`config.mk`:
```
export PLATFORM = sky130hd
export DESIGN_NAME = wb_port_arbiter
export DESIGN_NICKNAME = d
export VERILOG_FILES = /design/src/rtl/wb_pkg.sv /design/src/rtl/wb_hold_slot.sv /design/src/rtl/wb_port_arbiter.sv
export SDC_FILE = /design/constraint.sdc
export NUM_CORES = 1
export LEC_CHECK = 0
export CORE_MARGIN = 4
export CORE_UTILIZATION = 50
export DETAILED_ROUTE_END_ITERATION = 8
export PLACE_DENSITY = 0.81
export SLEW_MARGIN = 20
export SYNTH_ARGS = -nofsm -noshare
export SYNTH_HDL_FRONTEND = slang
export SYNTH_SLANG_ARGS = --single-unit
```
`constraint.sdc`:
```
create_clock -name clk_i -period 2.4 [get_ports clk_i]
set_input_delay 0.48 -clock clk_i [delete_from_list [all_inputs] [get_ports clk_i]]
set_output_delay 0.48 -clock clk_i [all_outputs]
set_load 0.1 [all_outputs]
```
`src/rtl/wb_pkg.sv`:
```
// Shared types and sizes for the writeback-port arbiter.
package wb_pkg;

  localparam int XLEN   = 32;
  localparam int REG_AW = 5;
  localparam int NREG   = 1 << REG_AW;

  // Writeback source identity, used for the age flag and round-robin pointer
  typedef enum logic {
    SRC_ALU = 1'b0,
    SRC_LSU = 1'b1
  } src_e;

  // One pending register write
  typedef struct packed {
    logic [REG_AW-1:0] rd;
    logic [XLEN-1:0]   data;
  } wb_req_t;

endpackage

```
`src/rtl/wb_hold_slot.sv`:
```
// One-entry holding slot for a writeback source. A request is taken when
// valid && ready; writes to x0 are accepted but never stored. The slot frees
// when granted, and may be refilled on that same edge.
module wb_hold_slot #(
  parameter int XLEN   = 32,
  parameter int REG_AW = 5
) (
  input  logic              clk_i,
  input  logic              rst_ni,
  input  logic              valid_i,
  input  logic [REG_AW-1:0] rd_i,
  input  logic [XLEN-1:0]   data_i,
  input  logic              grant_i,
  output logic              ready_o,
  output logic              slot_v_o,
  output logic [REG_AW-1:0] slot_rd_o,
  output logic [XLEN-1:0]   slot_data_o,
  output logic              fill_o
);

  // Ready comes from slot state only; a stored fill needs a non-zero rd
  always_comb begin
    ready_o = !slot_v_o || grant_i;
    fill_o  = valid_i && ready_o && (rd_i != '0);
  end

  // Slot register: refill wins over drain when both happen on one edge
  always_ff @(posedge clk_i or negedge rst_ni) begin
    if (!rst_ni) begin
      slot_v_o    <= 1'b0;
      slot_rd_o   <= '0;
      slot_data_o <= '0;
    end else if (fill_o) begin
      slot_v_o    <= 1'b1;
      slot_rd_o   <= rd_i;
      slot_data_o <= data_i;
    end else if (grant_i) begin
      slot_v_o    <= 1'b0;
    end
  end

endmodule

```
`src/rtl/wb_port_arbiter.sv`:
```
// Shares the register-file write port between ALU and LSU writeback slots.
// Same-rd contention always goes to the older slot; different-rd contention
// goes to the LSU, or alternates when WB_RR_EN is defined.
module wb_port_arbiter #(
  parameter int XLEN   = 32,
  parameter int REG_AW = 5
) (
  input  logic                 clk_i,
  input  logic                 rst_ni,
  input  logic                 alu_valid_i,
  output logic                 alu_ready_o,
  input  logic [REG_AW-1:0]    alu_rd_i,
  input  logic [XLEN-1:0]      alu_data_i,
  input  logic                 lsu_valid_i,
  output logic                 lsu_ready_o,
  input  logic [REG_AW-1:0]    lsu_rd_i,
  input  logic [XLEN-1:0]      lsu_data_i,
  output logic [REG_AW-1:0]    write_reg_addr,
  output logic [XLEN-1:0]      write_reg_data,
  output logic                 wen,
  output logic [2**REG_AW-1:0] pending_o
);

  import wb_pkg::*;

  logic              alu_v, lsu_v;
  logic              alu_fill, lsu_fill;
  logic              grant_alu, grant_lsu;
  logic [REG_AW-1:0] alu_rd, lsu_rd;
  logic [XLEN-1:0]   alu_data, lsu_data;
  src_e              age_q;

  wb_hold_slot #(.XLEN(XLEN), .REG_AW(REG_AW)) u_alu_slot (
    .clk_i      (clk_i),
    .rst_ni     (rst_ni),
    .valid_i    (alu_valid_i),
    .rd_i       (alu_rd_i),
    .data_i     (alu_data_i),
    .grant_i    (grant_alu),
    .ready_o    (alu_ready_o),
    .slot_v_o   (alu_v),
    .slot_rd_o  (alu_rd),
    .slot_data_o(alu_data),
    .fill_o     (alu_fill)
  );

  wb_hold_slot #(.XLEN(XLEN), .REG_AW(REG_AW)) u_lsu_slot (
    .clk_i      (clk_i),
    .rst_ni     (rst_ni),
    .valid_i    (lsu_valid_i),
    .rd_i       (lsu_rd_i),
    .data_i     (lsu_data_i),
    .grant_i    (grant_lsu),
    .ready_o    (lsu_ready_o),
    .slot_v_o   (lsu_v),
    .slot_rd_o  (lsu_rd),
    .slot_data_o(lsu_data),
    .fill_o     (lsu_fill)
  );

`ifdef WB_RR_EN
  src_e rr_q;
  logic contested_diff;

  // Round-robin pointer flips to the loser after each different-rd contest
  always_ff @(posedge clk_i or negedge rst_ni) begin
    if (!rst_ni) begin
      rr_q <= SRC_ALU;
    end else if (contested_diff) begin
      rr_q <= grant_alu ? SRC_LSU : SRC_ALU;
    end
  end

  assign contested_diff = alu_v && lsu_v && (alu_rd != lsu_rd);
`endif

  // Grant selection: single requester wins; same rd goes to the older slot
  always_comb begin
    grant_alu = 1'b0;
    grant_lsu = 1'b0;
    if (alu_v && lsu_v) begin
      if (alu_rd == lsu_rd) begin
        if (age_q == SRC_ALU) grant_alu = 1'b1;
        else                  grant_lsu = 1'b1;
      end else begin
`ifdef WB_RR_EN
        if (rr_q == SRC_ALU) grant_alu = 1'b1;
        else                 grant_lsu = 1'b1;
`else
        grant_lsu = 1'b1;
`endif
      end
    end else begin
      grant_alu = alu_v;
      grant_lsu = lsu_v;
    end
  end

  // Age flag: a slot that stays valid is older than one filled beside it
  always_ff @(posedge clk_i or negedge rst_ni) begin
    if (!rst_ni) begin
      age_q <= SRC_LSU;
    end else if (alu_fill && lsu_fill) begin
      age_q <= SRC_LSU;
    end else if (alu_fill && lsu_v && !grant_lsu) begin
      age_q <= SRC_LSU;
    end else if (lsu_fill && alu_v && !grant_alu) begin
      age_q <= SRC_ALU;
    end
  end

  // Registered write stage; address and data hold when nothing is granted
  always_ff @(posedge clk_i or negedge rst_ni) begin
    if (!rst_ni) begin
      wen            <= 1'b0;
      write_reg_addr <= '0;
      write_reg_data <= '0;
    end else if (grant_alu) begin
      wen            <= 1'b1;
      write_reg_addr <= alu_rd;
      write_reg_data <= alu_data;
    end else if (grant_lsu) begin
      wen            <= 1'b1;
      write_reg_addr <= lsu_rd;
      write_reg_data <= lsu_data;
    end else begin
      wen            <= 1'b0;
    end
  end

  // Pending mask covers both held slots and the staged write
  always_comb begin
    pending_o = '0;
    if (alu_v) pending_o[alu_rd] = 1'b1;
    if (lsu_v) pending_o[lsu_rd] = 1'b1;
    if (wen)   pending_o[write_reg_addr] = 1'b1;
    pending_o[0] = 1'b0;
  end

endmodule

```
==> flow_summary_export.csv, run 1 <==
group,metric,value,unit
route,routed_wl,19600,um
sta,period_share,105,%
clock_tree,clock_latency,410,ps
floorplanning,dieArea,13900,um^2
clock_tree,cts_buffers,17,
worst_hold_path,hold_class,"in -> async",
sta,slew_headroom,47.7,%
yosys,postSynthAreaPerCell,10.3,um^2
worst_setup_path,worstSetupStartpointType,"flip-flop",
global_routing,grt.overflow.total,0,
yosys,yosysWarnings,0,
floorplanning,die-height,118,um
place,dpl.hpwl,12700,um
power_and_ir_drop,powerDensity,1110,nW/um^2
clock_tree,clock_sinks,115,
clock_tree,cts_tree,"built",
floorplanning,num_rows,39,
yosys,ys_ff_latch,115,
yosys,mappedNetlistNets,666,
yosys,yosysTopAreaCell,"dfrtp_1",
floorplanning,io_pins,150,
worst_setup_path,worst-setup-path-type,"reg -> out",
yosys,synth-simple-area-share,12.5,%
yosys,syn_area,6050,um^2
yosys,ys.flop_type,"dfrtp_1",
power_and_ir_drop,p_total,0.0100,W
yosys,synthAdderAreaFrac,0,%
outcome,outcome,"finished, violations left",
yosys,synth_edf_count,0,
route,dr_total_vias,5717,
route,drt-initial-drc-count,527,
yosys,synth_top_family_by_area,"compound AO/OA/AOI/OAI gates",
sta,rsz0062_at_grt,"true",
route,ant_nets,0,
finish,synthToLayoutAreaGrowth,49.3,%
sta,worst_pin_slew,785,ps
worst_setup_path,cp_data_arrival_time,2030,ps
clock_tree,hold_buffers,0,
finish,multi_input_area,2990,um^2
yosys,syn_inst,588,
floorplanning,fp.dieW,118,um
power_and_ir_drop,p_leak,3.83,nW
finish,antenna_cells,0,
finish,fillers,673,
global_routing,track_usage,28.1,%
yosys,async_flop_share,100,%
worst_setup_path,endpoint_kind,"output pin",
sta,setup_viol,6,
global_routing,grt_max_degree,72,
sta,hold_viol,0,
place,portBuffers,148,
yosys,synth_top_area_share,47.2,%
global_routing,antenna_found_initial,0,
clock_tree,root_buffer,"clkbuf_16",
finish,layout-drive-gt1-share,34.2,%
place,pre_cts_ws,-151,ps
route,drc,0,
yosys,synth_compound_area_share,19.3,%
place,place.gp.congestion,0.868,
floorplanning,start_util,52.1,%
yosys,synth-xor-area-share,0.724,%
floorplanning,core_area,11600,um^2
global_routing,grt_pass1_wl,31400,um
sta,fin_ws,-112,ps
clock_tree,clk_pin_slew_worst_paths,50,ps
route,viasPerCell,6.27,
route,wl_per_cell,21.5,um
clock_tree,ctsHtreeMaxLevel,4,
run,cap_violations,0,
yosys,synth.area.top_cells,"dfrtp_1 (47%), a211oi_1 (8.2%), mux2_2 (8.0%)",
yosys,synthMuxAreaShare,13.6,%
sta,finClkSkew,5.95,ps
finish,ff_latch_area,2890,um^2
route,drt-pass1-iter-count,5,
power_and_ir_drop,peakVddDrop,0.000865,V
sta,tns,-280,ps
sta,min_period,2510,ps
outcome,violations,"negative setup slack",
yosys,yosysUniqueCellTypes,36,
finish,final_nets,835,
clock_tree,clockBufferDepth,2,
worst_setup_path,crit_fanout,7,
yosys,yosysSeqAreaShare,47.6,%
sta,drv_slew,0,
worst_setup_path,required,1920,ps
global_routing,first_global_vias,5900,
sta,fmax,0.398,GHz
## metal layers
| metal | up-vias | routed length [um] | track usage [%] |
|---|---|---|---|
| met2 | 381 | 10200 | 49.0 |
| met3 | 60 | 1560 | 6.97 |
| met4 | 0 | 562 | 10.2 |
| met5 | - | 0 | 0 |
| li1 | 2496 | - | - |
| met1 | 2780 | 7270 | 33.6 |
## state kept, by name (all words and copies together), names as in the netlist
signal,count
u_lsu_slot.slot_data_o,32
u_alu_slot.slot_rd_o,5
u_alu_slot.slot_v_o,1
wen,1
u_alu_slot.slot_data_o,32
write_reg_data,32
age_q,1
write_reg_addr,5
u_lsu_slot.slot_rd_o,5
u_lsu_slot.slot_v_o,1
## cells in the mapped netlist, types with 2 or more instances
cell type and number:
o22ai_1 2, nor3_1 12, mux2_1 29, nor3b_1 9, nor2_1 13, buf_1 2, a21oi_1 3, buf_4 3
a311oi_1 37, mux2_2 43, nand2_1 74, clkbuf_1 31, a211oi_1 66, o21ai_0 4, a22oi_1 29, inv_1 41
dfrtp_1 114, buf_2 14, xnor2_1 2, a222oi_1 2, or4_1 3, and2_1 34, and3_1 6, xor2_1 3
## final timing paths
| path | from | to | slack [ps] | depth (start not counted) |
|---|---|---|---|---|
| worst max register to register | u_lsu_slot.slot_rd_o[4] | write_reg_data[1] | 90 | 7 |
| min in group clk_i | u_alu_slot.slot_data_o[7] | u_alu_slot.slot_data_o[7] | 510 | 1 |
| max in group asynchronous | rst_ni | u_lsu_slot.slot_v_o | 1630 | 2 |
| worst min-delay path | rst_ni | u_lsu_slot.slot_data_o[10] | 110 | 1 |
| worst max-delay path | u_lsu_slot.slot_rd_o[0] | lsu_ready_o | -110 | 5 |
| worst min register to register | u_alu_slot.slot_data_o[7] | u_alu_slot.slot_data_o[7] | 510 | 1 |
## per-stage QoR
stage	hold slack [ps]	std cells	util [%]	instance area (um^2)
after floorplan	184	588	-	6130
after global placement	484	869	70.5	8180
after detailed placement	495	869	70.5	8180
after CTS	139	900	76.3	8860
after global routing	164	912	77.8	9030
final	110	912	77.8	9030
## logic make-up after synthesis
group / count (synthesis)
mux: 73
compound gates: 149
other cells: 1
xor+xnor: 5
simple gates: 153
flops: 115
buf+inv: 92
## final cells by class
class	count	area share, %
multi-input combinational	381	33.1
sequential	115	32.0
timing repair buffer	200	24.3
clock buffer	22	5.36
tap	143	1.98
inverter	42	1.83
clock inverter	9	1.41
## report_power, final
group          internal (W)  leakage, nW  switching, W  total [W]
Sequential          0.00242         1.33      0.000409    0.00283
Combinational       0.00143         2.20       0.00314    0.00457
Clock               0.00173        0.294      0.000874    0.00260
Total               0.00557         3.83       0.00443     0.0100
## repair_timing
item | CTS | global route
gates resized for setup | 15 | 18
setup buffers | 0 | 12
endpoints found under the setup margin | 33 | 29
pin swaps | 4 | 9
## worst max-delay path, stage by stage, from the launching register on
cell     delay (ps)
dfrtp_1         480
xnor2_1         380
nand2_1         260
nor3_4          260
inv_2            80
buf_12          170
## cell usage in the layout, fill, tap and decap left out, drive strengths merged, types with 12 or more instances in the layout
cell type      instances
and2                  34
nor2                  13
clkdlybuf4s50         76
inv                   40
nor3                  12
a22oi                 29
a311oi                37
nand2                 74
dfrtp                114
mux2                  72
buf                  124
clkbuf                22
a211oi                66
Note: power is estimated with default switching activity, not from simulation.
==> run 2: changes to the inputs <==
--- a/config.mk
+++ b/config.mk
@@ -7,6 +7,7 @@
 export LEC_CHECK = 0
 export CORE_MARGIN = 4
 export CORE_UTILIZATION = 50
+export CTS_CLUSTER_DIAMETER = 40
 export DETAILED_ROUTE_END_ITERATION = 8
 export PLACE_DENSITY = 0.81
 export SLEW_MARGIN = 20
==> results of run 2 <==
Same layout as run 1: the final DEF is identical, and so are final timing and power.
